`src/rtl/keypad_scan.sv`:
```
// 4x4 active-low keypad scanner with frame-based debounce; drives calculator button levels.
// Latency: key_code updates one cycle after debounce settles, decoded levels and strobe one cycle later.
module keypad_scan #(
  parameter int SCAN_DIV = 1000,
  parameter int DEBOUNCE = 4
) (
  input  logic       CLK,
  input  logic       RST,
  input  logic [3:0] col_n,
  output logic [3:0] row_n,
  output logic [9:0] push,
  output logic       plus,
  output logic       minus,
  output logic       equal,
  output logic       ce,
  output logic [3:0] key_code,
  output logic       key_strobe
);
  localparam int DW = (SCAN_DIV > 1) ? $clog2(SCAN_DIV) : 1;
  localparam int CW = $clog2(DEBOUNCE + 1);
  localparam logic [3:0]    NONE       = 4'd15;
  localparam logic [DW-1:0] DWELL_LAST = DW'(SCAN_DIV - 1);
  localparam logic [DW-1:0] DWELL_ONE  = DW'(1);
  localparam logic [CW-1:0] DB_MAX     = CW'(DEBOUNCE);
  localparam logic [CW-1:0] DB_ONE     = CW'(1);

  logic [3:0]    col_s1, col_s2;
  logic [DW-1:0] dwell;
  logic [1:0]    row;
  logic [1:0]    hit_cnt;
  logic [3:0]    hit_code;
  logic [3:0]    prev;
  logic [CW-1:0] db_cnt;
  logic [3:0]    shown;

  logic [1:0] row_hits;
  logic [3:0] row_code;
  logic [2:0] tot;
  logic [1:0] merged;
  logic [3:0] frame_code;
  logic       last_dwell;

  function automatic logic [3:0] key_map(input logic [3:0] pos);
    case (pos)
      4'd0:  key_map = 4'd1;
      4'd1:  key_map = 4'd2;
      4'd2:  key_map = 4'd3;
      4'd3:  key_map = 4'd10;
      4'd4:  key_map = 4'd4;
      4'd5:  key_map = 4'd5;
      4'd6:  key_map = 4'd6;
      4'd7:  key_map = 4'd11;
      4'd8:  key_map = 4'd7;
      4'd9:  key_map = 4'd8;
      4'd10: key_map = 4'd9;
      4'd11: key_map = 4'd12;
      4'd12: key_map = 4'd13;
      4'd13: key_map = 4'd0;
      default: key_map = NONE;
    endcase
  endfunction

  // Hit count saturates at 2: any multi-key frame is rejected outright.
  always_comb begin
    row_hits = 2'd0;
    row_code = NONE;
    for (int c = 0; c < 4; c++) begin
      if (!col_s2[c]) begin
        if (row_hits != 2'd2) row_hits = row_hits + 2'd1;
        row_code = key_map({row, 2'(c)});
      end
    end
    tot        = {1'b0, hit_cnt} + {1'b0, row_hits};
    merged     = (tot >= 3'd2) ? 2'd2 : tot[1:0];
    frame_code = (tot == 3'd1) ? ((hit_cnt == 2'd1) ? hit_code : row_code) : NONE;
    last_dwell = (dwell == DWELL_LAST);
  end

  always_ff @(posedge CLK) begin
    if (RST) begin
      col_s1     <= 4'b1111;
      col_s2     <= 4'b1111;
      dwell      <= '0;
      row        <= 2'd0;
      row_n      <= 4'b1110;
      hit_cnt    <= 2'd0;
      hit_code   <= NONE;
      prev       <= NONE;
      db_cnt     <= '0;
      key_code   <= NONE;
      shown      <= NONE;
      key_strobe <= 1'b0;
      push       <= '0;
      plus       <= 1'b0;
      minus      <= 1'b0;
      equal      <= 1'b0;
      ce         <= 1'b0;
    end else begin
      col_s1 <= col_n;
      col_s2 <= col_s1;
      if (last_dwell) begin
        dwell <= '0;
        row   <= row + 2'd1;
        row_n <= {row_n[2:0], row_n[3]};
        if (row == 2'd3) begin
          hit_cnt  <= 2'd0;
          hit_code <= NONE;
          if (frame_code == prev) begin
            if (db_cnt != DB_MAX) db_cnt <= db_cnt + DB_ONE;
          end else begin
            db_cnt <= DB_ONE;
            prev   <= frame_code;
          end
        end else begin
          hit_cnt <= merged;
          if (hit_cnt == 2'd0 && row_hits == 2'd1) hit_code <= row_code;
        end
      end else begin
        dwell <= dwell + DWELL_ONE;
      end

      if (db_cnt == DB_MAX && prev != key_code) key_code <= prev;

      // Levels and strobe follow key_code by one cycle so they switch together.
      shown      <= key_code;
      key_strobe <= (key_code != shown) && (key_code != NONE);
      push       <= (key_code <= 4'd9) ? (10'd1 << key_code) : 10'd0;
      plus       <= (key_code == 4'd10);
      minus      <= (key_code == 4'd11);
      equal      <= (key_code == 4'd12);
      ce         <= (key_code == 4'd13);
    end
  end
endmodule

```
`config.mk`:
```
export PLATFORM = sky130hd
export DESIGN_NAME = keypad_scan
export DESIGN_NICKNAME = d
export VERILOG_FILES = /design/src/rtl/keypad_scan.sv
export SDC_FILE = /design/constraint.sdc
export NUM_CORES = 1
export LEC_CHECK = 0
export ABC_AREA = 1
export BUFFER_PORTS_ARGS = -buffer_cell sky130_fd_sc_hd__buf_2
export CORE_MARGIN = 2
export CORE_UTILIZATION = 40
export CTS_BUF_LIST = sky130_fd_sc_hd__clkbuf_8
export DETAILED_ROUTE_END_ITERATION = 6
export GPL_TIMING_DRIVEN = 0
export SETUP_SLACK_MARGIN = 0.02
export SLEW_MARGIN = 20
export SYNTH_ARGS = -nofsm -noshare
export SYNTH_HDL_FRONTEND = slang
export SYNTH_SLANG_ARGS = --single-unit
```
`constraint.sdc`:
```
create_clock -name CLK -period 4.8 [get_ports CLK]
set_clock_uncertainty 0.05 [all_clocks]
set_input_delay 0.48 -clock CLK [delete_from_list [all_inputs] [get_ports CLK]]
set_output_delay 0.48 -clock CLK [all_outputs]
set_load 0.02 [all_outputs]
```
==> impl_metrics.env <==
export IMPL_status="finished, final reports clean"
export IMPL_wl_met3_um=157
export IMPL_crit_path_top_delay_cell="dfxtp_1"
export IMPL_root_buffer="clkbuf_8"
export IMPL_finalWorstSetupSlack_ns=1.33
export IMPL_critPathArrivalTime_ns=3.67
export IMPL_vias=2244
export IMPL_synth_top_area_share_pct=44.0
export IMPL_vias_per_cell=4.85
export IMPL_clock_latency_ns=0.34
export IMPL_grt_pass1_wl_mm=9.79
export IMPL_crit_required_ns=4.99
export IMPL_cts_max_path_buffers=2
export IMPL_post_cts_buffers=0
export IMPL_crit_chain="inv_2, ha_1, mux2i_1, ha_1, nand2_1, o21ai_0, ha_1, fa_1, nor2_1, nand2_1, a31oi_1, nand2_1, nand2_1, nand2_1, nor2_4, nand3_4, nor2_1, nor2_1, nand2_1, inv_1"
export IMPL_fp_coreArea_mm2=0.00668
export IMPL_worstSetupPathType="flop to flop"
export IMPL_syn_to_final_growth_pct=17.2
export IMPL_synth_nets=361
export IMPL_synth_lib_cells_used_distinct=37
export IMPL_rows=30
export IMPL_synth_seq_cells=60
export IMPL_io_pins=29
export IMPL_slew_viol_final=0
export IMPL_cts_buffers=9
export IMPL_die_h_um=86.6
export IMPL_cts_tree="done"
export IMPL_postSynthAreaPerCell_um2=8.02
export IMPL_io_buffer_count=27
export IMPL_dieArea_mm2=0.00750
export IMPL_finalCriticalPeriod_ns=3.47
export IMPL_finalSetupViolations=0
export IMPL_hpwlAfterDp_mm=3.96
export IMPL_drive_gt1_share_pct=19.8
export IMPL_drt_initial_drc_count=138
export IMPL_wl_met2_mm=2.47
export IMPL_cts_hold_buf=0
export IMPL_worst_path_largest_cell_delay_ns=0.48
export IMPL_die_w_um=86.6
export IMPL_grt_antenna_before_repair=0
export IMPL_ys_warnings_count=0
export IMPL_fin_nets=399
export IMPL_gp_congestion=0.803
export IMPL_worstSetupEndpointType="flop"
export IMPL_start_util_pct=40.8
export IMPL_slew_headroom_pct=62.9
export IMPL_max_freq_mhz=288
export IMPL_grt_max_degree=13
export IMPL_cts_resized=0
export IMPL_path_clk_slew_ns=0.07
export IMPL_grt_pass1_vias=2137
export IMPL_numClockSinks=60
export IMPL_synth_top_area_cell="dfxtp_1"
export IMPL_firstDrtPassIters=4
export IMPL_cts_htree_levels=3
export IMPL_finalSetupTns_ns=0
export IMPL_rsz0062_at_grt="false"
export IMPL_num_antenna_cells=0
export IMPL_maxCapViolations=0
export IMPL_worst_pin_slew_ns=0.556
export IMPL_syn_inst=340
export IMPL_synth_area_mm2=0.00273
export IMPL_final_util_pct=47.8
export IMPL_yosysSeqAreaShare_pct=44.0
export IMPL_vdd_drop_max_v=0.000245
export IMPL_grt_usage_pct=16.6
export IMPL_wl_per_cell_um=11.7
export IMPL_synth_area_leaders="dfxtp_1 44%, nand2_1 10%, ha_1 6.4%"
export IMPL_hold_ws_ns=0.271
export IMPL_crit_path_start_kind="flop"
export IMPL_min_path_type="primary input to flop"
export IMPL_highest_layer="met4"
export IMPL_critPathMostFrequentCell="nand2_1"
export IMPL_pre_cts_ws_ns=1.37
export IMPL_min_period_over_period_pct=72.4
export IMPL_met1_length_mm=2.73
export IMPL_hold_viol_final=0
export IMPL_p_leak_nw=1.55
export IMPL_ant_nets=0
export IMPL_grt_overflow_total=0
export IMPL_power_density_mw_per_mm2=340
export IMPL_wirelength_mm=5.43
export IMPL_crit_fanout=8
export IMPL_drc=0
cells by family (layout without fill, tap and decap cells):
| family | Yosys count | in the layout | synth area share (%) |
|---|---|---|---|
| adders and majority gates | 15 | 15 | 7.16 |
| AOI/OAI and AO/OA | 43 | 43 | 9.72 |
| muxes | 1 | 1 | 0.367 |
| buffers and inverters | 44 | 87 | 6.33 |
| xor gates and xnor gates | 11 | 11 | 3.53 |
| DFF | 60 | 60 | 44.0 |
| and+or+nand+nor | 166 | 166 | 28.9 |
power breakdown:
part	internal, W	leakage (nW)	switching [W]	total (W)
Clock	0.000312	0.117	0.000216	0.000528
Sequential	0.000503	0.487	0.00000340	0.000506
Combinational	0.0000188	0.949	0.0000347	0.0000535
synthesized netlist by cell type:
master / n
dfxtp_1: 60
nor3b_1: 2
o22ai_1: 1
nand2_2: 6
nor2_2: 1
nor3_1: 4
or2_2: 9
inv_1: 32
a21oi_1: 11
nand2_4: 1
nand4_1: 5
a31oi_2: 1
nor2_1: 36
fa_1: 1
nand3_4: 1
nor3_4: 1
buf_2: 1
a21oi_2: 2
inv_2: 4
a41oi_1: 1
xor2_1: 4
nor2_4: 1
nand3_1: 23
clkbuf_1: 5
o211ai_1: 6
nor2_8: 1
buf_4: 1
nand3_2: 2
nand2_1: 73
xnor2_1: 7
o21ai_1: 2
mux2i_1: 1
a31oi_1: 4
inv_4: 1
o31ai_1: 4
o21ai_0: 11
ha_1: 14
area by class of cell:
type / count / area [um2]
multi-input cells: 236 / 1350
repair buffers: 27 / 135
flip-flops and latches: 60 / 1200
well taps: 80 / 100
clock buffers: 10 / 138
clock inverters: 6 / 95.1
plain buffers: 7 / 31.3
inverters: 37 / 141
fillers: 663 / 3490
stage by stage:
step,power (W),cells,area [um2]
finish,0.00109,463,3200
global route,0.00114,463,3200
CTS,0.00110,463,3200
detailed placement,0.000571,447,2960
global placement,0.000570,447,2960
floorplan,0.000559,340,2730
placed cells by master, fill, tap and decap left out, drive strengths merged:
| cell type | n |
|---|---|
| fa | 1 |
| o22ai | 1 |
| mux2i | 1 |
| o21ai | 13 |
| o211ai | 6 |
| clkbuf | 15 |
| o31ai | 4 |
| nand4 | 5 |
| xnor2 | 7 |
| nor3 | 5 |
| nand2 | 80 |
| nor2 | 39 |
| dfxtp | 60 |
| or2 | 9 |
| nand3 | 26 |
| xor2 | 4 |
| buf | 29 |
| inv | 39 |
| a21oi | 13 |
| ha | 14 |
| nor3b | 2 |
| bufinv | 2 |
| a31oi | 5 |
| clkinv | 2 |
| a41oi | 1 |
layer usage:
layer / track usage (%) / vias up
met4: 6.39 / 0
li1: - / 1178
met2: 25.5 / 33
met5: 0 / -
met1: 22.8 / 1025
met3: 3.62 / 8
sequential cells by signal (all words and copies together), names as in the netlist:
name and flops:
dwell 10, row 2, key_strobe 1, key_code 4, col_s1 4, plus 1, col_s2 4, hit_code 4
push 10, shown 4, minus 1, equal 1, hit_cnt 2, db_cnt 3, row_n 4, ce 1
prev 4
critical path, delay by kind of cell (launching register included):
| family | cells | cell delay (ns) |
|---|---|---|
| AOI/OAI and AO/OA | 2 | 0.37 |
| adders and majority gates | 4 | 1.12 |
| buffers and inverters | 2 | 0.12 |
| DFF | 1 | 0.48 |
| muxes | 1 | 0.20 |
| and+or+nand+nor | 11 | 1.03 |
path summary, 6_finish.rpt:
path | start | to | slack [ns] | depth (start not counted)
setup reg to reg | col_s2[1] | db_cnt[0] | 1.33 | 20
hold reg to reg | col_s1[0] | col_s2[0] | 0.36 | 1
setup / recovery | col_s2[1] | db_cnt[0] | 1.33 | 20
hold / removal | col_n[3] | col_s1[3] | 0.27 | 2
(Power assumes the default switching activity.)
